### config.mk
export PLATFORM = sky130hd
export DESIGN_NAME = z80_ifetch_responder_flat
export DESIGN_NICKNAME = d
export VERILOG_FILES = /design/src/rtl/z80_ifetch_responder_if.sv /design/src/rtl/z80_ifetch_responder.sv /design/src/flat_wrapper.sv
export SDC_FILE = /design/constraint.sdc
export NUM_CORES = 1
export LEC_CHECK = 0
export BUFFER_PORTS_ARGS = -buffer_cell sky130_fd_sc_hd__clkbuf_2
export CAP_MARGIN = 20
export CORE_MARGIN = 2
export CORE_UTILIZATION = 35
export CTS_CLUSTER_SIZE = 10
export DETAILED_ROUTE_END_ITERATION = 12
export SYNTH_ARGS = -nofsm -noshare
export SYNTH_HDL_FRONTEND = slang
export SYNTH_SLANG_ARGS = --single-unit
### constraint.sdc
create_clock -name CLK -period 1.9 [get_ports CLK]
set_input_delay 0.19 -clock CLK [delete_from_list [all_inputs] [get_ports CLK]]
set_output_delay 0.19 -clock CLK [all_outputs]
set_load 0.01 [all_outputs]
### src/rtl/z80_ifetch_responder_if.sv
// Fetcher-side and backing-memory-side signals of the instruction fetch responder.
// master = fetcher/memory environment, slave = the responder.
interface z80_ifetch_responder_if;
    logic        I_MREQ;
    logic [15:0] I_addr;
    logic [7:0]  I_data;
    logic        I_wait;
    logic        INV;
    logic [15:0] INV_addr;
    logic        M_req;
    logic [15:0] M_addr;
    logic [7:0]  M_data;
    logic        M_ack;
    logic        ERR;

    modport master (
        output I_MREQ, I_addr, INV, INV_addr, M_data, M_ack,
        input  I_data, I_wait, M_req, M_addr, ERR
    );

    modport slave (
        input  I_MREQ, I_addr, INV, INV_addr, M_data, M_ack,
        output I_data, I_wait, M_req, M_addr, ERR
    );
endinterface

### src/rtl/z80_ifetch_responder.sv
// Single-line (4-byte) instruction fetch buffer: zero-latency hits, in-order line fill
// from backing memory, code-write invalidation with fill poisoning, and per-byte timeout.
module z80_ifetch_responder #(
    parameter int unsigned TIMEOUT = 64
) (
    input logic                   CLK,
    input logic                   RST,
    z80_ifetch_responder_if.slave bus
);

    localparam int unsigned TimerW = $clog2(TIMEOUT + 1);
    localparam logic [TimerW-1:0] TimerLast = TimerW'(TIMEOUT - 1);

    typedef enum logic [1:0] {StIdle, StFill, StAbort} state_e;

    state_e            state_q, state_d;
    logic [7:0]        line_q [4];
    logic [7:0]        line_d [4];
    logic [13:0]       tag_q, tag_d;
    logic              valid_q, valid_d;
    logic [13:0]       fill_tag_q, fill_tag_d;
    logic [1:0]        cnt_q, cnt_d;
    logic [TimerW-1:0] timer_q, timer_d;
    logic              poison_q, poison_d;
    logic              err_q, err_d;

    logic       hit;
    logic       inv_tag;
    logic       inv_fill;
    logic       i_wait;
    logic [7:0] i_data;
    logic       m_req;

    assign hit      = valid_q && (tag_q == bus.I_addr[15:2]);
    assign inv_tag  = bus.INV && (bus.INV_addr[15:2] == tag_q);
    assign inv_fill = bus.INV && (bus.INV_addr[15:2] == fill_tag_q);

    always_comb begin
        state_d    = state_q;
        line_d     = line_q;
        tag_d      = tag_q;
        valid_d    = valid_q;
        fill_tag_d = fill_tag_q;
        cnt_d      = cnt_q;
        timer_d    = timer_q;
        poison_d   = poison_q;
        err_d      = err_q;
        i_wait     = 1'b0;
        i_data     = 8'h00;
        m_req      = 1'b0;

        unique case (state_q)
            StIdle: begin
                if (inv_tag) begin
                    valid_d = 1'b0;
                end
                if (bus.I_MREQ) begin
                    if (hit) begin
                        i_data = line_q[bus.I_addr[1:0]];
                    end else begin
                        i_wait     = 1'b1;
                        state_d    = StFill;
                        fill_tag_d = bus.I_addr[15:2];
                        cnt_d      = 2'd0;
                        timer_d    = '0;
                        valid_d    = 1'b0;
                        poison_d   = 1'b0;
                    end
                end
            end
            StFill: begin
                i_wait = 1'b1;
                m_req  = 1'b1;
                if (inv_fill) begin
                    poison_d = 1'b1;
                end
                if (bus.M_ack) begin
                    line_d[cnt_q] = bus.M_data;
                    cnt_d         = cnt_q + 2'd1;
                    timer_d       = '0;
                    if (cnt_q == 2'd3) begin
                        tag_d   = fill_tag_q;
                        // A write landing in the final cycle may already be stale in the line.
                        valid_d = !(poison_q || inv_fill);
                        state_d = StIdle;
                    end
                end else if (timer_q == TimerLast) begin
                    timer_d = '0;
                    err_d   = 1'b1;
                    state_d = StAbort;
                end else begin
                    timer_d = timer_q + 1'b1;
                end
            end
            StAbort: begin
                if (inv_tag) begin
                    valid_d = 1'b0;
                end
                state_d = StIdle;
            end
            default: state_d = StIdle;
        endcase

        if (RST) begin
            i_wait = 1'b0;
            i_data = 8'h00;
            m_req  = 1'b0;
        end
    end

    always_ff @(posedge CLK) begin
        if (RST) begin
            state_q    <= StIdle;
            line_q     <= '{default: 8'h00};
            tag_q      <= '0;
            valid_q    <= 1'b0;
            fill_tag_q <= '0;
            cnt_q      <= 2'd0;
            timer_q    <= '0;
            poison_q   <= 1'b0;
            err_q      <= 1'b0;
        end else begin
            state_q    <= state_d;
            line_q     <= line_d;
            tag_q      <= tag_d;
            valid_q    <= valid_d;
            fill_tag_q <= fill_tag_d;
            cnt_q      <= cnt_d;
            timer_q    <= timer_d;
            poison_q   <= poison_d;
            err_q      <= err_d;
        end
    end

    assign bus.I_wait = i_wait;
    assign bus.I_data = i_data;
    assign bus.M_req  = m_req;
    assign bus.M_addr = {fill_tag_q, cnt_q};
    assign bus.ERR    = err_q;

endmodule

### src/flat_wrapper.sv
// flat-port wrapper written by rule: the top's interface ports become plain ports
module z80_ifetch_responder_flat 
#(
    parameter int unsigned TIMEOUT = 64
)
  (CLK, RST, bus_I_MREQ, bus_I_addr, bus_INV, bus_INV_addr, bus_M_data, bus_M_ack, bus_I_data, bus_I_wait, bus_M_req, bus_M_addr, bus_ERR);
  z80_ifetch_responder_if bus_i ();
  input logic CLK;
  input logic RST;
  input wire logic [$bits(bus_i.I_MREQ)-1:0] bus_I_MREQ;
  input wire logic [$bits(bus_i.I_addr)-1:0] bus_I_addr;
  input wire logic [$bits(bus_i.INV)-1:0] bus_INV;
  input wire logic [$bits(bus_i.INV_addr)-1:0] bus_INV_addr;
  input wire logic [$bits(bus_i.M_data)-1:0] bus_M_data;
  input wire logic [$bits(bus_i.M_ack)-1:0] bus_M_ack;
  output wire logic [$bits(bus_i.I_data)-1:0] bus_I_data;
  output wire logic [$bits(bus_i.I_wait)-1:0] bus_I_wait;
  output wire logic [$bits(bus_i.M_req)-1:0] bus_M_req;
  output wire logic [$bits(bus_i.M_addr)-1:0] bus_M_addr;
  output wire logic [$bits(bus_i.ERR)-1:0] bus_ERR;
  assign bus_i.I_MREQ = bus_I_MREQ;
  assign bus_i.I_addr = bus_I_addr;
  assign bus_i.INV = bus_INV;
  assign bus_i.INV_addr = bus_INV_addr;
  assign bus_i.M_data = bus_M_data;
  assign bus_i.M_ack = bus_M_ack;
  assign bus_I_data = bus_i.I_data;
  assign bus_I_wait = bus_i.I_wait;
  assign bus_M_req = bus_i.M_req;
  assign bus_M_addr = bus_i.M_addr;
  assign bus_ERR = bus_i.ERR;
  z80_ifetch_responder #(.TIMEOUT(TIMEOUT)) u_core (.CLK(CLK), .RST(RST), .bus(bus_i));
endmodule
==> impl_metrics.csv <==
group,metric,value,unit
status,status,"finished with violations",
status,violations,"setup timing",
yosys,yosysWarnings,0,
min_path,hold_end,"u_core.fill_tag_q[11]",
finish,antenna_cells,0,
timing,setup_viol,9,
yosys,async_flop_share,0,
finish,multiInputGateArea,2340,um2
timing,tns,-5.04,ns
yosys,ys_types,44,
finish,fillers,1008,
floorplan,core_area,10300,um2
global_route,grt_pass1_vias,3486,
routing,drc,0,
min_path,min-delay-start,"bus_I_addr[13]",
setup_path,worstPathArrival,2.31,ns
clock_network,clkLatencyLatePin,0.35,ns
finish,layout.nets,612,
finish,ff_latch_area,1500,um2
clock_network,clock_path_buffers,2,
min_path,hold_class,"input port to flop",
timing,grt_setup_unrepaired,"yes",
yosys,synthesis.area,3730,um2
yosys,synth_flop_cell,"dfxtp_1",
finish,layout_common_cells,"101 x nand2_1, 65 x a21oi_1, 61 x clkbuf_2, 61 x dfxtp_1, 40 x buf_4",
timing,finalWorstSetupSlack,-0.605,ns
yosys,yosysTopAreaCell,"dfxtp_1",
place,portBuffers,69,
job,maxCapViolCount,0,
setup_path,r2r_slack,0.01,ns
timing,slew_headroom,0.625,
timing,hold_violations,0,
finish,final_cells,699,
finish,area_delta_synth_final,35.5,%
global_route,grt.overflow.total,0,
timing,period_minus_slack,2.50,ns
yosys,synth_area_leaders,"dfxtp_1 40%, nand2_1 10%, a21oi_1 9.0%",
floorplan,placementRows,37,
global_route,grt_max_degree,71,
routing,drt_iter0_markers,136,
global_route,grt_pass1_wl,16900,um
floorplan,start_util,0.362,
clock_network,cts_tree,"built",
floorplan,design.portCount,72,
yosys,syn_nets,513,
yosys,synth_enable_flop_cells,0,
timing,timing_worst_slew_pin_value,0.558,ns
yosys,ys_ff_latch,74,
clock_network,path_clk_slew,0.08,ns
routing,wl,10500,um
timing,fmax,399,MHz
setup_path,worstSetupStartpointType,"flop",
yosys,synth_cells,459,
place,gp_congestion,0.796,
clock_network,clock_sinks,74,
power_and_ir_drop,powerDensity,777,nW/um2
setup_path,crit_type,"flop to output port",
yosys,netlist.area_leader.share,0.397,
setup_path,regToRegEndpoint,"u_core.state_q[1]",
global_route,antenna_found_initial,0,
routing,ant_nets,0,
routing,dr.pass1.iters,5,
yosys,ys_seq_area_frac,0.397,
clock_network,root_buffer,"clkbuf_8",
power_and_ir_drop,power_leakage,1.86,nW
timing,fin_worst_skew,0.00944,ns
setup_path,reg2regPathDepth,10,
routing,avgRoutedWirePerCell,15.1,um
global_route,grt_usage,0.187,
place,dpl.hpwl,7530,um
timing,drv_slew,0,
finish,drive_gt1_frac,0.330,
routing,via_per_inst,5.15,
setup_path,required,1.71,ns
place,dpl.cell_count,678,
setup_path,critPathCaptureType,"output port",
routing,vias,3599,
clock_network,cts_hold_buffers,0,
timing,post-route-period-util,1.32,
min_path,holdPathStages,3,
floorplan,dieArea,11500,um2
floorplan,die-width,107,um
finish,layout_commonest_cell,"nand2_1",
clock_network,cts_made_buffers,9,
yosys,avgSynthCellArea,8.13,um2
clock_network,cts_max_level,3,
setup_path,r2r-start,"u_core.tag_q[4]",
setup_path,crit_fanout,8,
power_and_ir_drop,vdd_drop_max,310,uV
floorplan,dieHeight,107,um
==> layout make-up <==
| cell class | instances | area share |
|---|---|---|
| clock inverters | 4 | 0.0143 |
| inverters | 6 | 0.00445 |
| well taps | 136 | 0.0336 |
| multi-input cells | 352 | 0.462 |
| flip-flops and latches | 74 | 0.296 |
| repair buffers | 115 | 0.157 |
| clock buffers | 12 | 0.0326 |
==> where the power goes <==
group          internal (mW)  switching, mW  leakage (nW)
registers               1.61         0.0606         0.606
logic                  0.347          0.472          1.14
clock network          0.845          0.593         0.119
==> metrics by stage <==
step	power, mW	hold WS, ns	instance area [um2]	worst slack [ns]	util
final	3.93	0.0864	5060	-0.605	0.490
after global routing	4.12	0.0888	5060	-0.671	0.490
after CTS	3.92	0.0757	4920	-0.612	0.477
after detailed placement	2.48	0.445	4630	-0.301	0.449
after global placement	2.47	0.439	4630	-0.284	0.449
after floorplan	2.15	0.326	3880	-0.0164	-
==> logic make-up after synthesis <==
group | after synthesis | synth area share
muxes | 10 | 0.0536
and+or+nand+nor | 186 | 0.231
buffers and inverters | 33 | 0.0355
AOI/OAI and AO/OA | 105 | 0.155
xor gates and xnor gates | 42 | 0.0986
DFF | 74 | 0.397
adders and majority gates | 9 | 0.0302
==> layer usage <==
| metal | GRT usage | up-vias | share of wire |
|---|---|---|---|
| li1 | - | 1792 | - |
| met1 | 0.225 | 1692 | 0.44 |
| met2 | 0.333 | 98 | 0.50 |
| met3 | 0.0339 | 17 | 0.048 |
| met4 | 0.0622 | 0 | 0.018 |
| met5 | 0 | - | 0 |
==> worst max-delay path by stage <==
stage	slack (ns)	depth (start not counted)	from	endpoint
floorplan	-0.02	6	u_core.tag_q[12]	bus_I_data[0]
global placement	-0.28	8	bus_I_addr[12]	bus_I_data[3]
detailed placement	-0.30	8	bus_I_addr[12]	bus_I_data[3]
CTS	-0.61	7	u_core.tag_q[4]	bus_I_data[3]
global route	-0.67	7	u_core.tag_q[8]	bus_I_data[3]
finish	-0.60	7	u_core.tag_q[4]	bus_I_data[1]
==> critical path: stages, from the launching register on <==
cell     delay (ns)
dfxtp_2        0.34
xnor2_2        0.19
nand3_1        0.12
or4_4          0.55
or3_4          0.39
buf_12         0.16
nor2b_4        0.11
buf_6          0.10
==> what timing repair did <==
item / CTS / global route
setup buffers: 3 / 2
setup endpoints to repair: 14 / 37
pin swaps: 1 / 10
gates resized for setup: 5 / 37
==> registers in the layout (all words and copies together) (netlist names) <==
signal and cells:
u_core.line_q 32, u_core.fill_tag_q 14, u_core.tag_q 14, u_core.timer_q 7
u_core.cnt_q 2, u_core.state_q 2, u_core.bus.ERR 1, u_core.poison_q 1
u_core.valid_q 1
==> cells in the mapped netlist, types with 3 or more instances <==
| master | n |
|---|---|
| a21oi_1 | 67 |
| nand2b_1 | 5 |
| o311ai_0 | 3 |
| dfxtp_1 | 74 |
| clkbuf_1 | 21 |
| buf_1 | 4 |
| xnor2_1 | 38 |
| nor3_1 | 3 |
| nand4_1 | 12 |
| o21ai_0 | 20 |
| inv_1 | 5 |
| nor2b_1 | 10 |
| ha_1 | 9 |
| nand2_1 | 101 |
| nand3_1 | 35 |
| mux4_2 | 8 |
| nor2_1 | 7 |
| xor2_1 | 4 |
Note: power is estimated with default switching activity, not from simulation.
